$ cat config.mk
export PLATFORM = sky130hd
export DESIGN_NAME = cwt_scale_readout_ctrl
export DESIGN_NICKNAME = d
export VERILOG_FILES = /design/src/rtl/cwt_scale_readout_ctrl.sv
export SDC_FILE = /design/constraint.sdc
export NUM_CORES = 1
export LEC_CHECK = 0
export ABC_AREA = 0
export CORE_ASPECT_RATIO = 1.4
export CORE_MARGIN = 5
export CORE_UTILIZATION = 55
export DETAILED_ROUTE_END_ITERATION = 10
export DONT_BUFFER_PORTS = 1
export PLACE_DENSITY = 0.73
export SLEW_MARGIN = 10
export SYNTH_ARGS = -nofsm -noshare
export SYNTH_HDL_FRONTEND = slang
export SYNTH_SLANG_ARGS = --single-unit
$ cat constraint.sdc
create_clock -name clk -period 1.96 [get_ports clk]
set_input_delay 0.588 -clock clk [delete_from_list [all_inputs] [get_ports clk]]
set_output_delay 0.588 -clock clk [all_outputs]
set_load 0.005 [all_outputs]
$ cat src/rtl/cwt_scale_readout_ctrl.sv
// cwt_scale_readout_ctrl: drains the CWT scale RAMs in scale/sample order to a valid/ready stream
module cwt_scale_readout_ctrl #(
  parameter int NUM_SCALES = 15,
  parameter int NUM_BANKS  = 32,
  parameter int BANK_DEPTH = 4,
  parameter int DATA_W     = 32,
  parameter int SCALE_W    = 4,
  parameter int BANK_W     = 5,
  parameter int ADDR_W     = 2
) (
  input  logic               clk,
  input  logic               rst,
  input  logic               cwt_done,
  input  logic [DATA_W-1:0]  ram_rd_data,
  input  logic               out_ready,
  output logic               ram_rd_en,
  output logic [SCALE_W-1:0] scale_sel,
  output logic [BANK_W-1:0]  bank_sel,
  output logic [ADDR_W-1:0]  ram_rd_addr,
  output logic [DATA_W-1:0]  out_data,
  output logic               out_valid,
  output logic [SCALE_W-1:0] out_scale,
  output logic               out_last,
  output logic               busy,
  output logic               done
);
  localparam int N_W = BANK_W + ADDR_W;
  typedef enum logic [2:0] {IDLE, ISSUE, LATCH, PRESENT, FINISH} state_t;
  state_t state, next_state;
  logic [SCALE_W-1:0] scale;
  logic [N_W-1:0] n;
  logic last_n, last_scale, hs;
  assign last_n = n == N_W'(NUM_BANKS * BANK_DEPTH - 1);
  assign last_scale = scale == SCALE_W'(NUM_SCALES - 1);
  assign hs = state == PRESENT && out_ready;
  always_ff @(posedge clk)
    if (rst) state <= IDLE;
    else state <= next_state;
  always_comb begin
    next_state = state;
    case (state)
      IDLE:    next_state = cwt_done ? ISSUE : IDLE;
      ISSUE:   next_state = LATCH;
      LATCH:   next_state = PRESENT;
      PRESENT: next_state = !out_ready ? PRESENT : (last_n && last_scale) ? FINISH : ISSUE;
      default: next_state = IDLE;
    endcase
    ram_rd_en   = state == ISSUE;
    out_valid   = state == PRESENT;
    done        = state == FINISH;
    busy        = state != IDLE;
    scale_sel   = scale;
    bank_sel    = n[BANK_W-1:0];
    ram_rd_addr = n[N_W-1:BANK_W];
  end
  always_ff @(posedge clk)
    if (rst) begin
      scale     <= '0;
      n         <= '0;
      out_data  <= '0;
      out_scale <= '0;
      out_last  <= 1'b0;
    end else begin
      if (state == IDLE && cwt_done) begin
        scale <= '0;
        n     <= '0;
      end
      if (state == LATCH) begin
        out_data  <= ram_rd_data;
        out_scale <= scale;
        out_last  <= last_n;
      end
      if (hs && !(last_n && last_scale)) begin
        n <= last_n ? '0 : n + N_W'(1);
        if (last_n) scale <= scale + SCALE_W'(1);
      end
    end
endmodule

==> summary.txt, run 1 <==
Power
  • Cell Int Power: 1.39 mW
  • PD cells: 801 nW/um2
  • Static Leak: about 0.85 nW
  • Total power: 1.87 mW
  • P_sw: about 0.47 mW
  • VDD IR-drop max: 0.578 mV
  • Switching part of the total: 25.3%
  • Reg power frac: 59.8%
  • Comb power frac: 9.0%
  • Power share of the clock group: roughly 31%

Logic synthesis
  • Yosys top cell by area: dfxtp_1
  • Top cells by area, synth: dfxtp_1 (50%), nand2_1 (14%), a21oi_1 (11%)
  • Synth Register Bits: around 50
  • Post-synth EDFFs: 0
  • Post-synth cell types: 38
  • Syn avg cell area: 7.97 um2
  • Main synth FF type: dfxtp_1
  • Sequential-to-total area share from yosys stat: 49.8%
  • Mapped cell area: 2050 um2
  • Post-synth ARST share: 0%
  • Syn Inst Count: between 200 and 300
  • Warnings, synthesis: 0
  • Post-synth top area share: 49.8%
  • Syn nets: approximately 300

Routing
  • TritonRoute pass-1 iters: 4
  • Detail Route Antenna Nets: 0
  • Via count: 1757
  • Routed WL: 4790 um
  • Vias per cell: ~5.6
  • Drc violations: 0
  • DR WL/cell: 15.4 um
  • DRT iter0 DRCs: 83

Final layout
  • Leading cell type in the layout, fill and taps excluded: nand2_1
  • FILL cells: 342
  • Layout area overhead: 13.6%
  • Final core utilization: between 60% and 70%
  • Antenna diode count: 0
  • Fin nets: roughly 300
  • Commonest non-fill, non-tap cells in the layout: nand2_1 (76), dfxtp_1 (50), a21oi_1 (42), buf_4 (21), nand3_1 (14)
  • Layout cells sized above 1: 15.6%

Run
  • Maxcap violations: 0

Worst hold path
  • Hold Path End: scale_sel[1]
  • Worst hold path type: in -> reg
  • WHS Path Cells: 1
  • Min-Delay Startpoint: rst

Placed design
  • Port bufs: 0
  • RD Place Congestion: 0.864
  • Final HPWL DP: 3410 um

STA
  • Post-Route Hold Slack: 0.339 ns
  • Slew @ Worst Pin: between 0.4 and 0.5 ns
  • Hold Vio Cnt, Final: 0
  • Slew Limit Fails: 0
  • Slew headroom: just over 70%
  • Fin Clk Skew: 0.00823 ns
  • Final setup violation count: 0
  • Fin crit period: ~1.9 ns
  • Max Clock Freq: 526 MHz
  • Sum of negative setup slack: 0 ns
  • Final worst path period share: 97.0%

Floorplan
  • Die ar.: 5060 um2
  • Row Count: 26
  • Initial core utilization: 56.3%
  • Die height: 82.2 um
  • Die width: 61.6 um
  • # IOs: 88
  • Core Region: about 3600 um2

Global routing
  • Global-route wire length before repair: 7470 um
  • Largest net degree at the start of global routing: 50
  • Gr ovfl total: 0
  • All-layer global routing usage: approximately a fifth
  • Antenna violations before repair: 0
  • Vias in the first global route: ~1700

Worst setup path
  • Required @ worst endpoint: ~2.2 ns
  • Kind of critical path: reg -> reg
  • RR Startpoint: scale_sel[0]
  • Critical path capture point type: flip-flop
  • Worst R2R Setup Slack: 0.06 ns
  • R2R depth: 6
  • Worst Path Arrival: 2.14 ns
  • R2R Path End: scale_sel[2]
  • Crit Path Max Fanout: 5
  • Critical Path Start Type: flip-flop

Clock tree
  • Total CTS buffers: 5
  • Clk slew on worst S/H paths: around 0.09 ns
  • CTS root buf: clkbuf_8
  • Clock sinks: 51
  • Cts hold-fix bufs: 0
  • CTS tree: yes
  • Clock buffer depth: 2
  • H-tree depth: 2
  • Clk_lat worst skew: 0.31 ns

Status
  • Outcome: finished, final reports clean
through the flow:
| step | instance area [um2] | setup slack, ns | cells |
|---|---|---|---|
| after floorplan | 2050 | 0.0109 | 257 |
| after global placement | 2220 | 0.0750 | 303 |
| after detailed placement | 2220 | 0.0477 | 303 |
| after CTS | 2300 | 0.0216 | 310 |
| after global routing | 2330 | -0.00837 | 311 |
| final | 2330 | 0.0581 | 311 |
Yosys cell counts (all sizes together), types with 3 or more instances:
cell,count
nand3,14
ha,3
and3,3
nor2,5
nand2,76
o21ai,3
dfxtp,51
or3b,3
nor3,5
a21oi,43
inv,3
clkbuf,16
nand3b,3
timing repair:
| action | in CTS | in global routing |
|---|---|---|
| setup endpoints to repair | 0 | 2 |
| gates resized for setup | 0 | 8 |
| setup buffers | 0 | 1 |
critical path: stages, from the launching register on:
cell     delay (ns)
dfxtp_2        0.34
inv_2          0.04
ha_2           0.17
and3_4         0.18
or4_4          0.56
or3b_1         0.39
a31oi_1        0.15
kinds of logic after synthesis:
kind of cell | count (synthesis) | share of synthesized area, %
xor gates and xnor gates | 2 | 0.855
adders and majority gates | 3 | 1.83
AOI/OAI and AO/OA | 56 | 15.0
buffers and inverters | 21 | 3.97
DFF | 51 | 49.8
and+or+nand+nor | 124 | 28.6
worst max-delay path by stage:
stage            startpoint           end  slack (ns)  cells after the start
3_5_place_dp           n[0]  scale_sel[1]        0.05                      6
4_1_cts                n[0]  scale_sel[2]        0.02                      5
3_3_place_gp           n[0]  scale_sel[1]        0.08                      6
5_1_grt        scale_sel[0]  scale_sel[2]      -0.008                      6
6_report       scale_sel[0]  scale_sel[2]        0.06                      6
2_1_floorplan  scale_sel[0]  scale_sel[2]        0.01                      7
layer usage:
layer | track usage, % | vias to the layer above | part of all wire [%]
li1 | - | 889 | -
met1 | 23.1 | 803 | 39
met2 | 31.7 | 59 | 51
met3 | 4.51 | 6 | 8.1
met4 | 10.8 | 0 | 1.4
met5 | 0 | - | 0
sequential cells by signal, indices dropped and copies added, names as in the netlist:
register   count
state          3
out_scale      4
out_data      32
scale_sel      4
out_last       1
n              7
final cells by class:
| type | count | area [um2] | share of cell area, % |
|---|---|---|---|
| clock buffer | 5 | 68.8 | 2.96 |
| clock inverter | 2 | 13.8 | 0.591 |
| inverter | 3 | 11.3 | 0.484 |
| multi-input combinational | 185 | 971 | 41.7 |
| sequential | 51 | 1020 | 43.9 |
| tap | 42 | 52.6 | 2.26 |
| timing repair buffer | 23 | 189 | 8.11 |
power by group through the flow:
stage | logic [mW] | clock network (mW) | registers, mW
after floorplan | 0.133 | 0 | 1.13
after global placement | 0.166 | 0 | 1.14
after detailed placement | 0.170 | 0 | 1.14
after CTS | 0.170 | 0.596 | 1.12
after global routing | 0.193 | 0.644 | 1.12
final | 0.169 | 0.581 | 1.12
Power figures use the tool's default switching activity.
==> run 2: changes to the inputs <==
--- a/config.mk
+++ b/config.mk
@@ -8,10 +8,9 @@
 export ABC_AREA = 0
 export CORE_ASPECT_RATIO = 1.4
 export CORE_MARGIN = 5
-export CORE_UTILIZATION = 55
+export CORE_UTILIZATION = 40
 export DETAILED_ROUTE_END_ITERATION = 10
 export DONT_BUFFER_PORTS = 1
-export PLACE_DENSITY = 0.73
 export SLEW_MARGIN = 10
 export SYNTH_ARGS = -nofsm -noshare
 export SYNTH_HDL_FRONTEND = slang
==> summary.txt, run 2 (synthesis gave the netlist of run 1 again) <==
Status
  • Outcome: finished, final reports clean

Floorplan
  • Die width: 70.5 um (+14%)
  • Initial core utilization: 41.7% (-15 points)
  • Die ar.: 6680 um2 (+32%)
  • Die height: 94.7 um (+15%)
  • Core Region: 4920 um2 (+35%)
  • Row Count: 30 (+15%)
  • # IOs: 88 (unchanged)

Placed design
  • Dpl cell area: 2240 um2 (+0.90%)
  • RD Place Congestion: 0.765 (-11%)
  • Post-Place Cells: 324 (+6.9%)
  • Port bufs: 0 (unchanged)
  • Final HPWL DP: 3570 um (+4.6%)

Worst setup path
  • Required @ worst endpoint: 2.19 ns (about the same)
  • RR Startpoint: scale_sel[0]
  • Kind of critical path: reg -> reg
  • R2R Path End: scale_sel[2]
  • Critical Path Start Type: flip-flop
  • Worst R2R Setup Slack: 0.05 ns (about the same)
  • Worst Path Arrival: 2.15 ns (about the same)
  • R2R depth: 6 (unchanged)
  • Crit Path Max Fanout: 5 (unchanged)
  • Critical path capture point type: flip-flop

Power
  • Reg power frac: 58.0% (-1.8 points)
  • VDD IR-drop max: 0.506 mV (-13%)
  • P_sw: 0.491 mW (+4.2%)
  • Cell Int Power: 1.44 mW (+3.0%)
  • Switching part of the total: 25.5% (+0.22 points)
  • Power share of the clock group: 33.4% (+2.3 points)
  • Comb power frac: 8.6% (-0.4 points)
  • Total power: 1.93 mW (+3.3%)
  • Static Leak: 0.851 nW (+0.31%)
  • PD cells: 811 nW/um2 (+1.2%)

Worst hold path
  • WHS Path Cells: 1 (unchanged)
  • Hold Path End: n[1]
  • Worst hold path type: in -> reg
  • Min-Delay Startpoint: rst

Global routing
  • Global-route wire length before repair: 8070 um (+8.0%)
  • All-layer global routing usage: 15.2% (-4.2 points)
  • Gr ovfl total: 0 (unchanged)
  • Largest net degree at the start of global routing: 50 (unchanged)
  • Vias in the first global route: 1700 (-0.64%)
  • Antenna violations before repair: 0 (unchanged)

Final layout
  • Fin nets: 307 (-0.32%)
  • Max reg flops: 32 (unchanged)
  • Non-filler cells, final: 333 (+7.1%)
  • Final core utilization: 48.3% (-16 points)
  • Top flop regs: out_data (32), n (7)
  • Leading cell type in the layout, fill and taps excluded: nand2_1
  • Reg with most FFs: out_data
  • Commonest non-fill, non-tap cells in the layout: nand2_1 (76), dfxtp_1 (49), a21oi_1 (42), buf_4 (20), nand3_1 (14)
  • Layout area overhead: 15.9%
  • Layout cells sized above 1: 16.0% (+0.37 points)
  • Final instance area: 2380 um2 (+2.0%)
  • FILL cells: 482 (+41%)
  • Antenna diode count: 0 (unchanged)

STA
  • Final worst path period share: 97.5% (+0.45 points)
  • Final setup violation count: 0 (unchanged)
  • Slew @ Worst Pin: 0.441 ns (+0.00468 ns)
  • Slew headroom: 70.5% (-0.31 points)
  • Max Clock Freq: 523 MHz (-0.46%)
  • Hold Vio Cnt, Final: 0 (unchanged)
  • Post-Route Hold Slack: 0.346 ns (+0.00719 ns)
  • Slew Limit Fails: 0 (unchanged)
  • Fin crit period: 1.91 ns (+0.00883 ns)
  • Fin Clk Skew: 0.00580 ns (-0.00243 ns)

Clock tree
  • Total CTS buffers: 5 (unchanged)
  • CTS tree: yes
  • Clk_lat worst skew: 0.30 ns (about the same)
  • Clk slew on worst S/H paths: 0.09 ns (about the same)
  • Cts hold-fix bufs: 0 (unchanged)
  • CTS root buf: clkbuf_8
  • H-tree depth: 2 (unchanged)
  • Clock sinks: 51 (unchanged)
  • Clock buffer depth: 2 (unchanged)

Routing
  • Detail Route Antenna Nets: 0 (unchanged)
  • Routed WL: 5140 um (+7.4%)
  • DR WL/cell: 15.4 um (+0.30%)
  • Drc violations: 0 (unchanged)
  • DRT iter0 DRCs: 131 (+58%)
  • Vias per cell: 5.29 (-6.4%)
  • Via count: 1761 (+0.23%)
  • TritonRoute pass-1 iters: 4 (unchanged)

Run
  • Maxcap violations: 0 (unchanged)
## run 2: cell count changes in the layout (fill, tap and decap cells not counted), sizes merged
| cell | delta |
|---|---|
| clkinv | -1 |
| clkbuf | +1 |
| buf | -1 |
| clkinvlp | +1 |
## run 2: worst max-delay path: stages, from the launching register on
cell and delay, ns:
dfxtp_2 0.34, inv_2 0.05, ha_4 0.15, and3_4 0.18
or4_4 0.57, or3b_1 0.40, a31oi_1 0.16
## run 2: per-stage QoR
stage	worst slack, ns	setup TNS, ns
final	0.0493	0
after global routing	-0.0205	-0.0205
after CTS	0.0499	0
after detailed placement	0.0161	0
after global placement	0.0646	0
after floorplan	0.0109	0
## run 2: layer usage
layer | share of wire [%] | GRT usage, %
met1 | 38 | 16.2
met2 | 52 | 27.3
met3 | 8.1 | 5.01
met4 | 1.7 | 6.55
met5 | 0 | 0
## run 2: area by class of cell
class / instances / area [um2] / share of cell area [%]
Multi-Input combinational cell: 185 / 981 / 41.3
Timing Repair Buffer: 22 / 181 / 7.64
Clock buffer: 6 / 82.6 / 3.48
Inverter: 3 / 11.3 / 0.474
Sequential cell: 51 / 1020 / 43.1
Clock inverter: 2 / 16.3 / 0.685
Tap cell: 64 / 80.1 / 3.37
## run 2: repair_timing
action	4_1_cts	5_1_grt
endpoints found under the setup margin	1	2
buffers inserted	0	1
gates resized for setup	1	9
pin swaps	0	3
## run 2: power groups by stage
stage | Combinational (mW) | Clock, mW | Sequential, mW
after global routing | 0.191 | 0.713 | 1.12
after global placement | 0.164 | 0 | 1.14
after floorplan | 0.133 | 0 | 1.13
final | 0.165 | 0.644 | 1.12
after detailed placement | 0.168 | 0 | 1.14
after CTS | 0.168 | 0.673 | 1.12
## run 2: how the worst max path moves through the flow
stage / startpoint / endpoint / slack, ns
4_1_cts: n[0] / scale_sel[1] / 0.05
2_1_floorplan: scale_sel[0] / scale_sel[2] / 0.01
3_3_place_gp: n[0] / scale_sel[1] / 0.06
6_report: scale_sel[0] / scale_sel[2] / 0.05
3_5_place_dp: n[0] / scale_sel[1] / 0.02
5_1_grt: scale_sel[0] / scale_sel[2] / -0.02
